## config.mk

```make
export PLATFORM = sky130hd
export DESIGN_NAME = serial_adder_ctrl_flat
export DESIGN_NICKNAME = d
export VERILOG_FILES = /design/src/rtl/serial_adder_pkg.sv /design/src/rtl/serial_adder_ctrl_if.sv /design/src/rtl/serial_adder_ctrl_fa.sv /design/src/rtl/serial_adder_ctrl.sv /design/src/flat_wrapper.sv
export SDC_FILE = /design/constraint.sdc
export NUM_CORES = 1
export LEC_CHECK = 0
export ABC_AREA = 1
export ABC_CLOCK_PERIOD_IN_PS = 3900
export BUFFER_PORTS_ARGS = -buffer_cell sky130_fd_sc_hd__buf_2
export CAP_MARGIN = 20
export CORE_UTILIZATION = 56
export CTS_CLUSTER_SIZE = 24
export DETAILED_ROUTE_END_ITERATION = 6
export GPL_TIMING_DRIVEN = 0
export HOLD_SLACK_MARGIN = 0.06
export PLACE_DENSITY = 0.86
export SYNTH_ARGS = -nofsm -noshare
export SYNTH_HDL_FRONTEND = slang
export SYNTH_SLANG_ARGS = --single-unit
```

## constraint.sdc

```tcl
create_clock -name clk -period 3.9 [get_ports clk]
set_input_delay 0.585 -clock clk [delete_from_list [all_inputs] [get_ports clk]]
set_output_delay 0.585 -clock clk [all_outputs]
set_load 0.03 [all_outputs]
```

## src/rtl/serial_adder_pkg.sv

```systemverilog
// serial_adder_pkg: shared types and bounds for the bit-serial adder sequencer.
// Optional feature macro (used by the top and interface): SERIAL_ADDER_OVF_EN.
package serial_adder_pkg;

  // Sequencer state; encoding is fixed so waveforms read the same everywhere.
  typedef enum logic [1:0] {
    IDLE = 2'b00,
    RUN  = 2'b01,
    DONE = 2'b10
  } state_t;

  // Legal operand width range.
  localparam int WIDTH_MIN = 2;
  localparam int WIDTH_MAX = 64;

endpackage

```

## src/rtl/serial_adder_ctrl_if.sv

```systemverilog
// serial_adder_ctrl_if: operand request and result response handshakes.
// SERIAL_ADDER_OVF_EN adds the signed-overflow result bit out_ovf.
interface serial_adder_ctrl_if #(parameter int WIDTH = 8);

  logic             in_valid;
  logic             in_ready;
  logic [WIDTH-1:0] in_a;
  logic [WIDTH-1:0] in_b;
  logic             in_carry;
  logic             out_valid;
  logic             out_ready;
  logic [WIDTH-1:0] out_sum;
  logic             out_carry;
  logic             busy;
`ifdef SERIAL_ADDER_OVF_EN
  logic             out_ovf;
`endif

  // Producer/consumer side (drives operands, takes results).
  modport master (
    output in_valid, in_a, in_b, in_carry, out_ready,
`ifdef SERIAL_ADDER_OVF_EN
    input  out_ovf,
`endif
    input  in_ready, out_valid, out_sum, out_carry, busy
  );

  // Adder side.
  modport slave (
    input  in_valid, in_a, in_b, in_carry, out_ready,
`ifdef SERIAL_ADDER_OVF_EN
    output out_ovf,
`endif
    output in_ready, out_valid, out_sum, out_carry, busy
  );

endinterface

```

## src/rtl/serial_adder_ctrl_fa.sv

```systemverilog
// ha_1b / fa_1b: the single adder cell walked over the operands bit by bit.

// Half adder.
module ha_1b (
  input  logic a,
  input  logic b,
  output logic s,
  output logic c
);
  assign s = a ^ b;
  assign c = a & b;
endmodule

// Full adder from two half adders; the two partial carries never both set.
module fa_1b (
  input  logic a,
  input  logic b,
  input  logic ci,
  output logic s,
  output logic co
);
  logic s0, c0, c1;

  ha_1b u_ha0 (.a(a),  .b(b),  .s(s0), .c(c0));
  ha_1b u_ha1 (.a(s0), .b(ci), .s(s),  .c(c1));

  assign co = c0 | c1;
endmodule

```

## src/rtl/serial_adder_ctrl.sv

```systemverilog
// serial_adder_ctrl: area-minimal WIDTH-bit adder. Operands are captured on
// accept, then one full-adder cell is stepped LSB-first for WIDTH cycles; the
// sum is assembled by shifting into the MSB of a result register.
// Optional: SERIAL_ADDER_OVF_EN adds a registered signed-overflow flag.
module serial_adder_ctrl
  import serial_adder_pkg::*;
#(
  parameter int WIDTH = 8
) (
  input  logic               clk,
  input  logic               rst,
  serial_adder_ctrl_if.slave bus
);

  localparam int CW = $clog2(WIDTH);

  if (WIDTH < WIDTH_MIN || WIDTH > WIDTH_MAX) begin : g_bad_width
    $error("serial_adder_ctrl: WIDTH out of legal range");
  end

  state_t           state, state_nxt;
  logic [WIDTH-1:0] a_sh, b_sh, res;
  logic             cry;
  logic [CW-1:0]    cnt;
  logic             accept, last_bit;
  logic             fa_s, fa_co;
`ifdef SERIAL_ADDER_OVF_EN
  logic             ovf;
`endif

  // Accept is qualified by state only, so in_ready never depends on in_valid.
  assign accept   = (state == IDLE) & bus.in_valid;
  assign last_bit = (state == RUN) && (cnt == CW'(WIDTH - 1));

  // The one and only adder cell.
  fa_1b u_fa (
    .a  (a_sh[0]),
    .b  (b_sh[0]),
    .ci (cry),
    .s  (fa_s),
    .co (fa_co)
  );

  // State register.
  always_ff @(posedge clk or posedge rst) begin
    if (rst) state <= IDLE;
    else     state <= state_nxt;
  end

  // Next-state logic.
  always_comb begin
    state_nxt = state;
    case (state)
      IDLE:    if (bus.in_valid)  state_nxt = RUN;
      RUN:     if (last_bit)      state_nxt = DONE;
      DONE:    if (bus.out_ready) state_nxt = IDLE;
      default:                    state_nxt = IDLE;
    endcase
  end

  // Handshake and status outputs are pure state decodes.
  always_comb begin
    bus.in_ready  = 1'b0;
    bus.out_valid = 1'b0;
    bus.busy      = 1'b0;
    case (state)
      IDLE:    bus.in_ready  = 1'b1;
      RUN:     bus.busy      = 1'b1;
      DONE: begin
        bus.out_valid = 1'b1;
        bus.busy      = 1'b1;
      end
      default: bus.in_ready  = 1'b0;
    endcase
  end

  // Datapath: capture on accept, one bit per RUN cycle, hold otherwise.
  // The result register is not cleared on capture; its contents during RUN
  // are partial shifts and only meaningful once out_valid is up.
  always_ff @(posedge clk or posedge rst) begin
    if (rst) begin
      a_sh <= '0;
      b_sh <= '0;
      res  <= '0;
      cry  <= 1'b0;
      cnt  <= '0;
    end else if (accept) begin
      a_sh <= bus.in_a;
      b_sh <= bus.in_b;
      cry  <= bus.in_carry;
      cnt  <= '0;
    end else if (state == RUN) begin
      res  <= {fa_s, res[WIDTH-1:1]};
      a_sh <= a_sh >> 1;
      b_sh <= b_sh >> 1;
      cry  <= fa_co;
      cnt  <= cnt + 1'b1;
    end
  end

`ifdef SERIAL_ADDER_OVF_EN
  // On the last bit, cry is the carry into the MSB and fa_co the carry out;
  // their disagreement is two's-complement overflow.
  always_ff @(posedge clk or posedge rst) begin
    if (rst)           ovf <= 1'b0;
    else if (last_bit) ovf <= cry ^ fa_co;
  end

  assign bus.out_ovf = ovf;
`endif

  assign bus.out_sum   = res;
  assign bus.out_carry = cry;

endmodule

```

## src/flat_wrapper.sv

```systemverilog
// flat-port wrapper written by rule: the top's interface ports become plain ports
module serial_adder_ctrl_flat import serial_adder_pkg::*;
#(
  parameter int WIDTH = 8
)
  (clk, rst, bus_in_valid, bus_in_a, bus_in_b, bus_in_carry, bus_out_ready, bus_in_ready, bus_out_valid, bus_out_sum, bus_out_carry, bus_busy);
  serial_adder_ctrl_if #(.WIDTH(WIDTH)) bus_i ();
  input  logic clk;
  input  logic rst;
  input wire logic [$bits(bus_i.in_valid)-1:0] bus_in_valid;
  input wire logic [$bits(bus_i.in_a)-1:0] bus_in_a;
  input wire logic [$bits(bus_i.in_b)-1:0] bus_in_b;
  input wire logic [$bits(bus_i.in_carry)-1:0] bus_in_carry;
  input wire logic [$bits(bus_i.out_ready)-1:0] bus_out_ready;
  output wire logic [$bits(bus_i.in_ready)-1:0] bus_in_ready;
  output wire logic [$bits(bus_i.out_valid)-1:0] bus_out_valid;
  output wire logic [$bits(bus_i.out_sum)-1:0] bus_out_sum;
  output wire logic [$bits(bus_i.out_carry)-1:0] bus_out_carry;
  output wire logic [$bits(bus_i.busy)-1:0] bus_busy;
  assign bus_i.in_valid = bus_in_valid;
  assign bus_i.in_a = bus_in_a;
  assign bus_i.in_b = bus_in_b;
  assign bus_i.in_carry = bus_in_carry;
  assign bus_i.out_ready = bus_out_ready;
  assign bus_in_ready = bus_i.in_ready;
  assign bus_out_valid = bus_i.out_valid;
  assign bus_out_sum = bus_i.out_sum;
  assign bus_out_carry = bus_i.out_carry;
  assign bus_busy = bus_i.busy;
  serial_adder_ctrl #(.WIDTH(WIDTH)) u_core (.clk(clk), .rst(rst), .bus(bus_i));
endmodule
```

* Word-level counts from Yosys, hierarchy flattened *
Cells that the tools add are included.

operators by class
  $add $sub $neg = 1
  $mul = 0
  divide/modulo/power cells = 0
  $lt $le $gt $ge = 0
  equal/unequal tests = 6
  shifts and indexed selects = 0
  mux-type cells = 15
  bitwise logic cells = 7
  reduce and logical (&&, ||, !) cells = 6

operators with widths
  cell                                                             number
  8-bit 2-to-1 mux                                                 4
  2-bit 2-to-1 mux                                                 3
  3-bit 2-to-1 mux                                                 2
  2-bit one-hot mux with 3 select lines                            1
  1-bit 2-to-1 mux                                                 5
  2-bit != test, second input constant                             2
  3-bit by 1-bit adder with 3-bit output, second input constant    1
  1-bit bitwise AND                                                3
  3-bit == test, second input constant                             1
  3-bit AND reduction                                              1
  2-bit by 1-bit == test with 1-bit output, second input constant  1
  2-bit == test, second input constant                             1
  2-bit logical NOT                                                1
  2-bit by 1-bit != test with 1-bit output, second input constant  1
  2-bit AND reduction                                              1
  2-bit nonzero test                                               1
  2-bit OR reduction                                               1
  1-bit bitwise XOR                                                2
  1-bit logical AND                                                1
  1-bit inverter                                                   1
  1-bit OR                                                         1

word-level totals
  flip-flop bits (word level) = 30
  latch bits = 0
  bits in writable memories = 0
  ROM bits = 0
  output and inout port bits = 12
  word-level logic and storage cells = 41
  memories kept = 0

* Logic depth before layout (Yosys ltp) *
Gate-level depths: netlist of the first run.

  depth after elaboration = 5
  depth in mapped cells = 8

* Hierarchy *
A second synthesis of the first run with hierarchy kept.

second synthesis, totals
  cells, all modules = 162
  area total of the unflattened synthesis = 1511.4 µm²

by module, submodules not included
  module             times used  cells an instance  area an instance (µm²)  seq. area each (µm²)
  serial_adder_ctrl  1           157                1475.2                  750.7
  ha_1b              2           1                  12.5                    0.0
  fa_1b              1           3                  11.3                    0.0

* Worst setup path after synthesis of the first run *
Ideal clock, no wire load.

  kind = reg-to-reg
  from = register u_core.state[0]
  to = register u_core.a_sh[0]
  library setup time = 0.124 ns
  arrival time = 1.459 ns
  path slack = 2.317 ns
  cell stages (with the launch flop) = 9
  path buffers = 1
  clock period less this slack = 1.583 ns
  cells stage by stage = dfrtp_1 -> inv_1 -> ha_1 -> nand2_2 -> inv_4 -> nor2_8 -> buf_6 -> nand2_1 -> nand3_1

between the ends
  longest elaborated chain between the ends = 3
  elaborated cells between the ends (all ways) = 5
  those cells by class = 1 x eq/ne; 1 x mux; 1 x bitwise; 2 x reduce/logical

ends and longest elaborated chain
  element                                                 line                     text
  start, declared                                         serial_adder_ctrl.sv:21  state_t state, state_nxt;
  start signal, assigned                                  serial_adder_ctrl.sv:47  else state <= state_nxt;
  2-bit logical NOT                                       serial_adder_ctrl.sv:32  assign accept = (state == IDLE) & bus.in_valid;
  1-bit bitwise AND                                       serial_adder_ctrl.sv:32
  8-bit 2-to-1 mux or 2-bit nonzero test (tied branches)  n/a
  end signal, assigned                                    serial_adder_ctrl.sv:88  a_sh <= bus.in_a;
  end signal, assigned                                    serial_adder_ctrl.sv:94  a_sh <= a_sh >> 1;
  end, declared                                           serial_adder_ctrl.sv:22  logic [WIDTH-1:0] a_sh, b_sh, res;

Several ways; a longest one is shown, not always the timed one.
A chain may end at the register's enable or synchronous reset.

* Worst setup path in the final report of the first run *
  from = register u_core.state[1]
  to = output bus_in_ready

between the ends
  longest elaborated chain between the ends = 2

ends and longest elaborated chain
  element            line                     text
  2-bit logical NOT  serial_adder_ctrl.sv:66  case (state)
  1-bit 2-to-1 mux   serial_adder_ctrl.sv:66
  end, declared      flat_wrapper.sv:15       output wire logic [$bits(bus_i.in_ready)-1:0] bus_in_ready;

No other way between the ends.

==> insert_results.sql, run 1 <==
INSERT INTO impl_metrics (metric_group, metric, value, unit) VALUES
('clock_network', 'max_buffers_root_to_sink', '2', ''),
('synthesis', 'syn-cell-area', '0.00141', 'sq mm'),
('worst_setup_path', 'classification_of_the_worst_setup_path', 'reg -> out', ''),
('final_layout', 'layout.cell_area.non_filler', '0.00170', 'sq mm'),
('status', 'status', 'finished clean', ''),
('placed_design', 'dpl.hpwl', '2.00', 'mm'),
('floorplanning', 'die_height', '52.2', 'microns'),
('grt', 'grt_start_max_net_pins', '31', ''),
('final_layout', 'antennaDiodeCount', '0', ''),
('floorplanning', 'core-area', '0.00230', 'sq mm'),
('pwr', 'sw_frac', '0.449', ''),
('grt', 'first_pass_grt_wire_length', '4.87', 'mm'),
('synthesis', 'postSynthRegisterBits', '30', ''),
('sta', 'postLayoutSetupSlackWorst', '2.03', 'ns'),
('placed_design', 'place_ws', '2.29', 'ns'),
('synthesis', 'yosys_warnings', '0', ''),
('clock_network', 'post_cts.repair.setup_buffers', '0', ''),
('grt', 'grt_overflow', '0', ''),
('synthesis', 'synth-seq-area-share', '0.533', ''),
('worst_setup_path', 'critical_path.endpoint_type', 'primary output', ''),
('sta', 'max-slew-margin-rel', '0.626', ''),
('route', 'remaining_drc_errors', '0', ''),
('final_layout', 'final_util', '0.738', ''),
('final_layout', 'drive_above_1_share', '0.256', ''),
('route', 'drtAntennaViolNets', '0', ''),
('final_layout', 'multiInputGateArea', '563', 'sq um'),
('placed_design', 'place.gp.congestion', '0.742', ''),
('run', 'max-cap-violations', '0', ''),
('floorplanning', 'initial_standard_cell_utilization_of_the_core', '0.613', ''),
('worst_setup_path', 'critical_path.max_fanout', '3', ''),
('clock_network', 'cts.hold.buffers_added', '0', ''),
('pwr', 'pwr-share-clk', '0.143', ''),
('sta', 'finalWorstPathRequiredPeriod', '1.87', 'ns'),
('pwr', 'power.static_leakage', '0.914', 'nW'),
('sta', 'setup_repair_after_global_routing_missed_its_margin', 'false', ''),
('route', 'via_per_inst', '5.30', ''),
('worst_setup_path', 'crit_path_start_kind', 'flip-flop', ''),
('placed_design', 'dpl_cell_area', '0.00160', 'sq mm'),
('pwr', 'power.switching', '0.000629', 'W'),
('worst_setup_path', 'arrival', '1.28', 'ns'),
('route', 'drt_iter0_drc', '29', ''),
('final_layout', 'fillerInstances', '192', ''),
('sta', 'fin_setup_tns', '0', 'ns'),
('sta', 'finalCritPeriodShare', '0.479', ''),
('floorplanning', 'std_cell_rows', '17', ''),
('sta', 'timing_worst_slew_pin_value', '0.561', 'ns'),
('synthesis', 'synthCells', '158', ''),
('clock_network', 'tritoncts_buffer_count', '5', ''),
('worst_setup_path', 'ff2ff_setup_slack', '2.38', 'ns'),
('sta', 'max_clock_freq', '535', 'MHz'),
('pwr', 'internal-power', '0.000771', 'W'),
('floorplanning', 'die_w', '52.2', 'microns'),
('route', 'drt-wirelength-per-cell', '13.0', 'microns'),
('route', 'drt_first_pass_iters', '4', ''),
('clock_network', 'cell_chosen_for_the_clock_root', 'sky130_fd_sc_hd__clkbuf_4', ''),
('grt', 'gr-usage-all-layers', '0.257', ''),
('clock_network', 'cts-htree-levels', '2', ''),
('pwr', 'power_per_cell_area', '826', 'mW/mm^2'),
('pwr', 'finalPower', '0.00140', 'W'),
('worst_hold_path', 'holdCritPathClass', 'in -> async', ''),
('pwr', 'vdd.ir_drop.worst', '0.519', 'mV'),
('floorplanning', 'die_area', '0.00272', 'sq mm'),
('placed_design', 'port_buffers', '32', ''),
('sta', 'drv_slew', '0', ''),
('clock_network', 'clkLatencyLatePin', '0.34', 'ns'),
('pwr', 'power.sequential.fraction', '0.380', ''),
('floorplanning', 'pin_count', '33', ''),
('final_layout', 'area_growth', '20.3', '%'),
('sta', 'final-setup-viol-count', '0', ''),
('worst_setup_path', 'critical_path.reg2reg.endpoint', 'u_core.a_sh[3]', ''),
('worst_setup_path', 'reg2reg_depth', '8', '');
==> flip-flops by register name, summed over array words and instances, names as in the netlist <==
name                  cells
u_core.state              2
u_core.bus.out_carry      1
u_core.b_sh               8
u_core.bus.out_sum        8
u_core.a_sh               8
u_core.cnt                3
==> worst max path at each step <==
| stage | cells past startpoint | start | slack, ns | endpoint |
|---|---|---|---|---|
| finish | 3 | u_core.state[1] | 2.03 | bus_in_ready |
| global route | 3 | u_core.state[0] | 1.96 | bus_in_ready |
| CTS | 3 | u_core.state[1] | 2.02 | bus_busy |
| detailed placement | 2 | rst | 2.29 | u_core.b_sh[4] |
| global placement | 2 | rst | 2.31 | u_core.b_sh[4] |
| floorplan | 8 | u_core.state[0] | 2.32 | u_core.a_sh[0] |
==> through the flow <==
| step | hold WS, ns | instances |
|---|---|---|
| detailed placement | 0.469 | 218 |
| CTS | 0.442 | 226 |
| floorplan | 0.443 | 158 |
| global placement | 0.455 | 218 |
| finish | 0.278 | 227 |
| global route | 0.299 | 227 |
==> critical path: stages (launching register included) <==
cell and delay [ns]:
sky130_fd_sc_hd__dfrtp_1 0.41, sky130_fd_sc_hd__inv_1 0.11, sky130_fd_sc_hd__ha_1 0.20, sky130_fd_sc_hd__buf_2 0.21
==> cells by family (layout without fill, tap and decap cells) <==
| logic type | count (synthesis) | in the layout | share of synthesized area |
|---|---|---|---|
| and+or+nand+nor | 95 | 95 | 0.298 |
| DFF | 30 | 30 | 0.533 |
| buffers and inverters | 17 | 58 | 0.0675 |
| AOI/OAI and AO/OA | 8 | 8 | 0.0284 |
| adders and majority gates | 7 | 7 | 0.0675 |
| xor gates and xnor gates | 1 | 1 | 0.00622 |
==> area by class of cell <==
type	count	area share
Buffer	6	0.0303
Timing Repair Buffer	33	0.111
Multi-Input combinational cell	111	0.332
Inverter	11	0.0258
Sequential cell	30	0.443
Clock buffer	6	0.0303
Tap cell	28	0.0207
Clock inverter	2	0.00738
==> cell usage after synthesis <==
cell type,count,area share
sky130_fd_sc_hd__buf_2,2,0.0071
sky130_fd_sc_hd__buf_4,1,0.0053
sky130_fd_sc_hd__buf_6,3,0.024
sky130_fd_sc_hd__dfrtp_1,30,0.53
sky130_fd_sc_hd__fa_1,1,0.014
sky130_fd_sc_hd__ha_1,6,0.053
sky130_fd_sc_hd__inv_1,9,0.024
sky130_fd_sc_hd__inv_2,1,0.0027
sky130_fd_sc_hd__inv_4,1,0.0044
sky130_fd_sc_hd__nand2_1,55,0.15
sky130_fd_sc_hd__nand2_2,1,0.0044
sky130_fd_sc_hd__nand3_1,31,0.11
sky130_fd_sc_hd__nand4_1,2,0.0089
sky130_fd_sc_hd__nor2_1,5,0.013
sky130_fd_sc_hd__nor2_8,1,0.014
sky130_fd_sc_hd__o21ai_0,6,0.021
sky130_fd_sc_hd__o21ai_1,2,0.0071
sky130_fd_sc_hd__xnor2_1,1,0.0062
==> power groups by stage <==
stage / Combinational [W] / Clock, W / Sequential (W)
finish: 0.000667 / 0.000200 / 0.000533
global route: 0.000749 / 0.000216 / 0.000545
CTS: 0.000660 / 0.000202 / 0.000528
detailed placement: 0.000655 / 0 / 0.000533
global placement: 0.000624 / 0 / 0.000524
floorplan: 0.000443 / 0 / 0.000582
==> metal layers <==
layer,GRT usage,wire (microns),vias to the layer above
met3,0.0643,142,8
met2,0.421,1480,39
li1,-,-,590
met5,0,0,-
met1,0.298,1260,566
met4,0.162,73,0
(Power assumes the default switching activity.)
==> run 2: changes to the inputs <==
Settings changed: ABC_AREA 1 to 0, ABC_CLOCK_PERIOD_IN_PS 3900 to 1700, CORE_UTILIZATION 56 to 47, PLACE_DENSITY 0.86 to 0.77.
Clock period 3.9 ns to 1.7 ns, I/O delays scaled along.
==> insert_results.sql, run 2 <==
INSERT INTO impl_metrics (metric_group, metric, value, unit) VALUES
('sta', 'fin_setup_tns', '0', 'ns'),
('route', 'drt-wirelength-per-cell', '14.0', 'microns'),
('clock_network', 'cts_tree', 'built', ''),
('final_layout', 'fillerInstances', '246', ''),
('sta', 'worst_clock_skew', '0.00828', 'ns'),
('pwr', 'power.sequential.fraction', '0.374', ''),
('clock_network', 'tritoncts_buffer_count', '5', ''),
('clock_network', 'cts-htree-levels', '2', ''),
('worst_setup_path', 'critical_path.endpoint_type', 'flip-flop', ''),
('final_layout', 'design.final.nets', '190', ''),
('pwr', 'sw_frac', '0.412', ''),
('worst_setup_path', 'cp_slowest_stage_delay', '0.39', 'ns'),
('pwr', 'power_per_cell_area', '2030', 'mW/mm^2'),
('pwr', 'vdd.ir_drop.worst', '1.25', 'mV'),
('route', 'drt_first_pass_iters', '4', ''),
('route', 'remaining_drc_errors', '0', ''),
('final_layout', 'drive_above_1_share', '0.368', ''),
('pwr', 'internal-power', '0.00202', 'W'),
('floorplanning', 'initial_standard_cell_utilization_of_the_core', '0.499', ''),
('synthesis', 'yosys.area.top_type', 'sky130_fd_sc_hd__dfrtp_1', ''),
('route', 'via_per_inst', '5.20', ''),
('floorplanning', 'die_w', '56.3', 'microns'),
('synthesis', 'postSynthNetCount', '147', ''),
('synthesis', 'yosys.cell_types.count', '16', ''),
('floorplanning', 'std_cell_rows', '19', ''),
('sta', 'final-setup-viol-count', '0', ''),
('grt', 'gr-usage-all-layers', '0.198', ''),
('route', 'drt_iter0_drc', '23', ''),
('grt', 'grt_start_max_net_pins', '31', ''),
('placed_design', 'place.gp.congestion', '0.765', ''),
('route', 'detailroute.via_count', '1009', ''),
('worst_hold_path', 'whs_path_depth', '3', ''),
('worst_setup_path', 'crit_slowest_cell', 'sky130_fd_sc_hd__dfrtp_1', ''),
('worst_setup_path', 'classification_of_the_worst_setup_path', 'reg -> reg', ''),
('final_layout', 'antennaDiodeCount', '0', ''),
('floorplanning', 'core-area', '0.00278', 'sq mm'),
('worst_setup_path', 'timing.critical_path.depth', '5', ''),
('final_layout', 'final_util', '0.609', ''),
('pwr', 'power.static_leakage', '0.845', 'nW'),
('clock_network', 'clk_pin_slew_worst_paths', '0.09', 'ns'),
('pwr', 'pwr-share-clk', '0.127', ''),
('clock_network', 'max_buffers_root_to_sink', '2', ''),
('clock_network', 'clock-sinks', '30', ''),
('sta', 'finalCritPeriodShare', '0.965', ''),
('final_layout', 'area_growth', '22.1', '%'),
('grt', 'grt_antenna_before_repair', '0', ''),
('synthesis', 'postSynth.asyncResetShare', '1.00', ''),
('run', 'max-cap-violations', '0', ''),
('synthesis', 'synth.top_cells.by_count', 'sky130_fd_sc_hd__dfrtp_1, sky130_fd_sc_hd__mux2i_1, sky130_fd_sc_hd__nand2_1, sky130_fd_sc_hd__o21ai_0, sky130_fd_sc_hd__mux2_2', ''),
('final_layout', 'leading_cell_type_in_the_layout_fill_and_taps_excluded', 'sky130_fd_sc_hd__buf_2', ''),
('sta', 'report.final.hold_viol_count', '0', ''),
('clock_network', 'cell_chosen_for_the_clock_root', 'sky130_fd_sc_hd__clkbuf_4', ''),
('placed_design', 'dpl.hpwl', '1.90', 'mm'),
('synthesis', 'yosysMostFrequentCell', 'sky130_fd_sc_hd__dfrtp_1', ''),
('route', 'drtAntennaViolNets', '0', ''),
('worst_setup_path', 'arrival', '1.86', 'ns'),
('pwr', 'power.combinational.fraction', '0.500', ''),
('sta', 'holdWs', '0.132', 'ns'),
('sta', 'drv_slew', '0', ''),
('synthesis', 'synth_edf_count', '0', ''),
('floorplanning', 'pin_count', '33', ''),
('placed_design', 'dpl_cell_area', '0.00159', 'sq mm'),
('grt', 'grt_overflow', '0', ''),
('synthesis', 'syn-cell-area', '0.00139', 'sq mm'),
('synthesis', 'synthCells', '119', ''),
('pwr', 'power.switching', '0.00142', 'W'),
('synthesis', 'postSynthRegisterBits', '30', ''),
('synthesis', 'netlist_top_cells_area', 'sky130_fd_sc_hd__dfrtp_1, sky130_fd_sc_hd__mux2i_1, sky130_fd_sc_hd__mux2_2', ''),
('worst_setup_path', 'worstPathCellList', 'inv_1 -> ha_1 -> a222oi_1 -> buf_4 -> mux2_2', ''),
('synthesis', 'post_synth.cell_area_avg', '11.7', 'sq um'),
('grt', 'via_count_of_the_first_global_routing_pass', '1037', ''),
('final_layout', 'layout.cell_area.non_filler', '0.00169', 'sq mm'),
('worst_setup_path', 'timing.critical_path.buf_inv', '2', ''),
('synthesis', 'synthDominantCellAreaShare', '0.541', ''),
('worst_setup_path', 'critical_path.top_delay_family', 'flip-flops', ''),
('final_layout', 'final_cell_mix', 'sky130_fd_sc_hd__buf_2, sky130_fd_sc_hd__dfrtp_1, sky130_fd_sc_hd__nand2_1, sky130_fd_sc_hd__o21ai_0, sky130_fd_sc_hd__mux2i_1', ''),
('clock_network', 'clkLatencyLatePin', '0.33', 'ns'),
('placed_design', 'port_buffers', '32', ''),
('status', 'status', 'finished clean', ''),
('sta', 'finalWorstPathRequiredPeriod', '1.64', 'ns'),
('grt', 'first_pass_grt_wire_length', '4.62', 'mm'),
('sta', 'timing_worst_slew_pin_value', '0.287', 'ns'),
('synthesis', 'synth-seq-area-share', '0.541', ''),
('worst_setup_path', 'reg2reg_depth', '5', ''),
('floorplanning', 'die_height', '56.3', 'microns'),
('final_layout', 'stdcell_count', '194', ''),
('worst_setup_path', 'crit_path_start_kind', 'flip-flop', ''),
('worst_setup_path', 'critical_path.max_fanout', '3', ''),
('placed_design', 'placed_cells_incl_taps', '182', ''),
('synthesis', 'yosys_warnings', '0', ''),
('synthesis', 'synth_top_flop_cell', 'sky130_fd_sc_hd__dfrtp_1', ''),
('sta', 'max_clock_freq', '609', 'MHz'),
('route', 'detail_route.wirelength', '2.72', 'mm'),
('floorplanning', 'die_area', '0.00317', 'sq mm'),
('worst_setup_path', 'cp.required', '1.92', 'ns'),
('sta', 'max-slew-margin-rel', '0.809', ''),
('worst_hold_path', 'holdCritPathClass', 'in -> reg', '');
-- run 2: power groups by stage --
| stage | registers (W) | logic (W) | clock network, W |
|---|---|---|---|
| floorplan | 0.00146 | 0.00107 | 0 |
| global placement | 0.00128 | 0.00157 | 0 |
| detailed placement | 0.00130 | 0.00165 | 0 |
| CTS | 0.00129 | 0.00170 | 0.000450 |
| global route | 0.00133 | 0.00188 | 0.000489 |
| finish | 0.00129 | 0.00172 | 0.000435 |
-- run 2: final timing paths --
kind	slack (ns)	startpoint	to
max	0.06	u_core.state[0]	u_core.state[0]
min	0.13	bus_in_b[5]	u_core.b_sh[5]
max reg2reg	0.06	u_core.state[0]	u_core.state[0]
min reg2reg	0.52	u_core.bus.out_sum[0]	u_core.bus.out_sum[0]
max in group asynchronous	0.93	rst	u_core.state[1]
min in group asynchronous	0.38	rst	u_core.a_sh[3]
-- run 2: final cells by class --
cell class              count  area (sq um)  area share
flip-flops and latches     30           751       0.443
multi-input cells          76           577       0.340
repair buffers             36           205       0.121
clock buffers               7          55.1      0.0325
plain buffers               7          40.0      0.0236
well taps                  31          38.8      0.0229
inverters                   6          22.5      0.0133
clock inverters             1          5.00     0.00295
-- run 2: stage by stage --
stage | power (W) | setup slack (ns)
3_3_place_gp | 0.00285 | 0.115
4_1_cts | 0.00344 | 0.0389
6_report | 0.00344 | 0.0592
3_5_place_dp | 0.00296 | -0.0121
5_1_grt | 0.00370 | -0.000679
2_1_floorplan | 0.00253 | 0.0269
-- run 2: metal layers --
metal	part of all wire	track usage	up-vias	wire length, microns
li1	-	-	488	-
met1	0.41	0.231	474	1120
met2	0.51	0.321	37	1380
met3	0.055	0.0622	10	150
met4	0.024	0.111	0	65
met5	0	0	-	0
-- run 2: worst reg2reg max path: cells and delay by family (launching register included) --
family	cells	cell delay, ns
buffers and inverters	2	0.27
flip-flops	1	0.39
AO/OA/AOI/OAI	1	0.31
adder cells (fa/ha/maj)	1	0.24
multiplexers	1	0.34
-- run 2: kinds of logic (layout without fill, tap and decap cells) --
family | count (synthesis) | count (layout) | synth area share
adder cells (fa/ha/maj) | 7 | 7 | 0.0685
flip-flops | 30 | 30 | 0.541
AO/OA/AOI/OAI | 18 | 18 | 0.0685
XOR/XNOR | 1 | 1 | 0.00631
buffers and inverters | 13 | 57 | 0.0433
multiplexers | 27 | 27 | 0.204
AND/OR/NAND/NOR | 23 | 23 | 0.0685
-- run 2: repair_timing --
| item | in CTS | in global routing |
|---|---|---|
| endpoints found under the setup margin | 11 | 10 |
| hold buffers | 0 | 1 |
| pin swaps | 1 | 0 |
| endpoints found under the hold margin | 0 | 4 |
| resized for setup | 2 | 1 |
| buffers inserted | 1 | 1 |
==> run 3: changes to the inputs <==
==> constraint.sdc (replaced) <==
create_clock -name clk -period 1.7 [get_ports clk]
set_input_delay 0.17 -clock clk [delete_from_list [all_inputs] [get_ports clk]]
set_output_delay 0.17 -clock clk [all_outputs]
set_load 0.03 [all_outputs]
==> insert_results.sql, run 3 (same netlist as run 2, synthesis figures left out) <==
INSERT INTO impl_metrics (metric_group, metric, value, unit) VALUES
('clock_network', 'cts_tree', 'built', ''),
('route', 'drtAntennaViolNets', '0', ''),
('placed_design', 'dpl.hpwl', '1.90', 'mm'),
('pwr', 'power_per_cell_area', '1910', 'mW/mm^2'),
('grt', 'grt_overflow', '0', ''),
('final_layout', 'final_cell_mix', 'sky130_fd_sc_hd__buf_2, sky130_fd_sc_hd__dfrtp_1, sky130_fd_sc_hd__nand2_1, sky130_fd_sc_hd__o21ai_0, sky130_fd_sc_hd__mux2i_1', ''),
('clock_network', 'max_buffers_root_to_sink', '2', ''),
('clock_network', 'tritoncts_buffer_count', '5', ''),
('sta', 'finalWorstPathRequiredPeriod', '1.65', 'ns'),
('route', 'drt-wirelength-per-cell', '13.6', 'microns'),
('pwr', 'vdd.ir_drop.worst', '1.25', 'mV'),
('grt', 'gr-usage-all-layers', '0.202', ''),
('sta', 'worst_clock_skew', '0.00885', 'ns'),
('route', 'via_per_inst', '5.07', ''),
('sta', 'final-setup-viol-count', '0', ''),
('final_layout', 'antennaDiodeCount', '0', ''),
('final_layout', 'stdcell_count', '206', ''),
('worst_setup_path', 'critical_path.max_fanout', '3', ''),
('grt', 'via_count_of_the_first_global_routing_pass', '1085', ''),
('final_layout', 'area_growth', '30.7', '%'),
('clock_network', 'clkLatencyLatePin', '0.33', 'ns'),
('final_layout', 'design.final.nets', '202', ''),
('pwr', 'power.static_leakage', '0.896', 'nW'),
('clock_network', 'clock-sinks', '30', ''),
('clock_network', 'cell_chosen_for_the_clock_root', 'sky130_fd_sc_hd__clkbuf_4', ''),
('placed_design', 'place.gp.congestion', '0.765', ''),
('clock_network', 'cts-htree-levels', '2', ''),
('worst_setup_path', 'crit_slowest_cell', 'sky130_fd_sc_hd__dfrtp_1', ''),
('sta', 'drv_slew', '0', ''),
('worst_setup_path', 'arrival', '1.87', 'ns'),
('sta', 'max_clock_freq', '607', 'MHz'),
('final_layout', 'final_util', '0.652', ''),
('worst_setup_path', 'classification_of_the_worst_setup_path', 'reg -> reg', ''),
('run', 'max-cap-violations', '0', ''),
('sta', 'timing_worst_slew_pin_value', '0.282', 'ns'),
('worst_setup_path', 'worstPathCellList', 'inv_1 -> ha_1 -> a222oi_1 -> buf_4 -> mux2_2', ''),
('placed_design', 'placed_cells_incl_taps', '182', ''),
('worst_setup_path', 'crit_path_start_kind', 'flip-flop', ''),
('worst_setup_path', 'cp.required', '1.92', 'ns'),
('floorplanning', 'die_w', '56.3', 'microns'),
('sta', 'postLayoutSetupSlackWorst', '0.0525', 'ns'),
('placed_design', 'port_buffers', '32', ''),
('worst_setup_path', 'critical_path.endpoint_type', 'flip-flop', ''),
('floorplanning', 'std_cell_rows', '19', ''),
('placed_design', 'place_ws', '-0.0121', 'ns'),
('sta', 'finalCritPeriodShare', '0.969', ''),
('floorplanning', 'die_area', '0.00317', 'sq mm'),
('floorplanning', 'core-area', '0.00278', 'sq mm'),
('floorplanning', 'pin_count', '33', ''),
('final_layout', 'multiInputGateArea', '577', 'sq um'),
('grt', 'grt_start_max_net_pins', '31', ''),
('route', 'remaining_drc_errors', '0', ''),
('final_layout', 'leading_cell_type_in_the_layout_fill_and_taps_excluded', 'sky130_fd_sc_hd__buf_2', ''),
('route', 'detailroute.via_count', '1044', ''),
('route', 'drt_first_pass_iters', '4', ''),
('final_layout', 'fillerInstances', '230', ''),
('worst_setup_path', 'timing.critical_path.buf_inv', '2', ''),
('status', 'status', 'finished clean', ''),
('worst_setup_path', 'cp_slowest_stage_delay', '0.39', 'ns'),
('grt', 'first_pass_grt_wire_length', '4.77', 'mm'),
('floorplanning', 'initial_standard_cell_utilization_of_the_core', '0.499', ''),
('final_layout', 'ff_latch_area', '751', 'sq um'),
('grt', 'grt_antenna_before_repair', '0', ''),
('route', 'detail_route.wirelength', '2.80', 'mm'),
('final_layout', 'drive_above_1_share', '0.343', ''),
('floorplanning', 'die_height', '56.3', 'microns'),
('sta', 'report.final.hold_viol_count', '0', ''),
('sta', 'max-slew-margin-rel', '0.812', ''),
('worst_hold_path', 'holdCritPathClass', 'in -> reg', ''),
('clock_network', 'clk_pin_slew_worst_paths', '0.09', 'ns'),
('route', 'drt_iter0_drc', '23', ''),
('worst_setup_path', 'critical_path.top_delay_family', 'flip-flops', '');
==> run 3: final timing paths <==
path / endpoint / slack (ns) / depth (start not counted) / start
worst min register to register: u_core.bus.out_sum[0] / 0.52 / 1 / u_core.bus.out_sum[0]
worst min-delay path: u_core.a_sh[2] / 0.07 / 3 / bus_in_a[2]
worst max register to register: u_core.state[0] / 0.05 / 5 / u_core.state[0]
min in group asynchronous: u_core.a_sh[3] / 0.29 / 3 / rst
max in group asynchronous: u_core.state[1] / 1.02 / 4 / rst
worst max-delay path: u_core.state[0] / 0.05 / 5 / u_core.state[0]
==> run 3: power breakdown <==
| part | switching [W] | internal (W) |
|---|---|---|
| Sequential | 0.000217 | 0.00107 |
| Combinational | 0.000967 | 0.000770 |
| Clock | 0.000237 | 0.000200 |
==> run 3: per-stage QoR <==
step | setup TNS (ns) | cell area [sq um] | hold WS (ns) | power (W)
3_3_place_gp | 0 | 1590 | 0.373 | 0.00285
2_1_floorplan | 0 | 1390 | 0.261 | 0.00253
6_report | 0 | 1810 | 0.0686 | 0.00346
4_1_cts | 0 | 1780 | 0.0660 | 0.00346
3_5_place_dp | -0.0121 | 1590 | 0.379 | 0.00296
5_1_grt | -0.000679 | 1810 | 0.0732 | 0.00372
==> run 3: tightest hold or removal path: stages <==
cell and delay (ns):
sky130_fd_sc_hd__buf_2 0.07, sky130_fd_sc_hd__nand2_1 0.03, sky130_fd_sc_hd__o21ai_0 0.07
==> run 3: layer usage <==
metal  vias to the layer above  wire, microns  global-route usage
met5                         -              0                   0
met4                         0             58               0.111
met3                         9            143              0.0599
met2                        34           1410               0.337
met1                       489           1190               0.234
li1                        512              -                   -
==> run 3: cell type report <==
cell class	instances	area share
sequential	30	0.414
multi-input combinational	76	0.318
timing repair buffer	48	0.179
clock buffer	7	0.0303
buffer	7	0.0221
tap	31	0.0214
inverter	6	0.0124
clock inverter	1	0.00276
==> run 3: timing repair <==
action | in CTS | in global routing
buffers inserted | 1 | 1
cloned | 0 | 0
hold buffers | 12 | 1
gates resized for setup | 2 | 1
pin swaps | 1 | 0
endpoints found under the setup margin | 11 | 10
endpoints found under the hold margin | 12 | 30
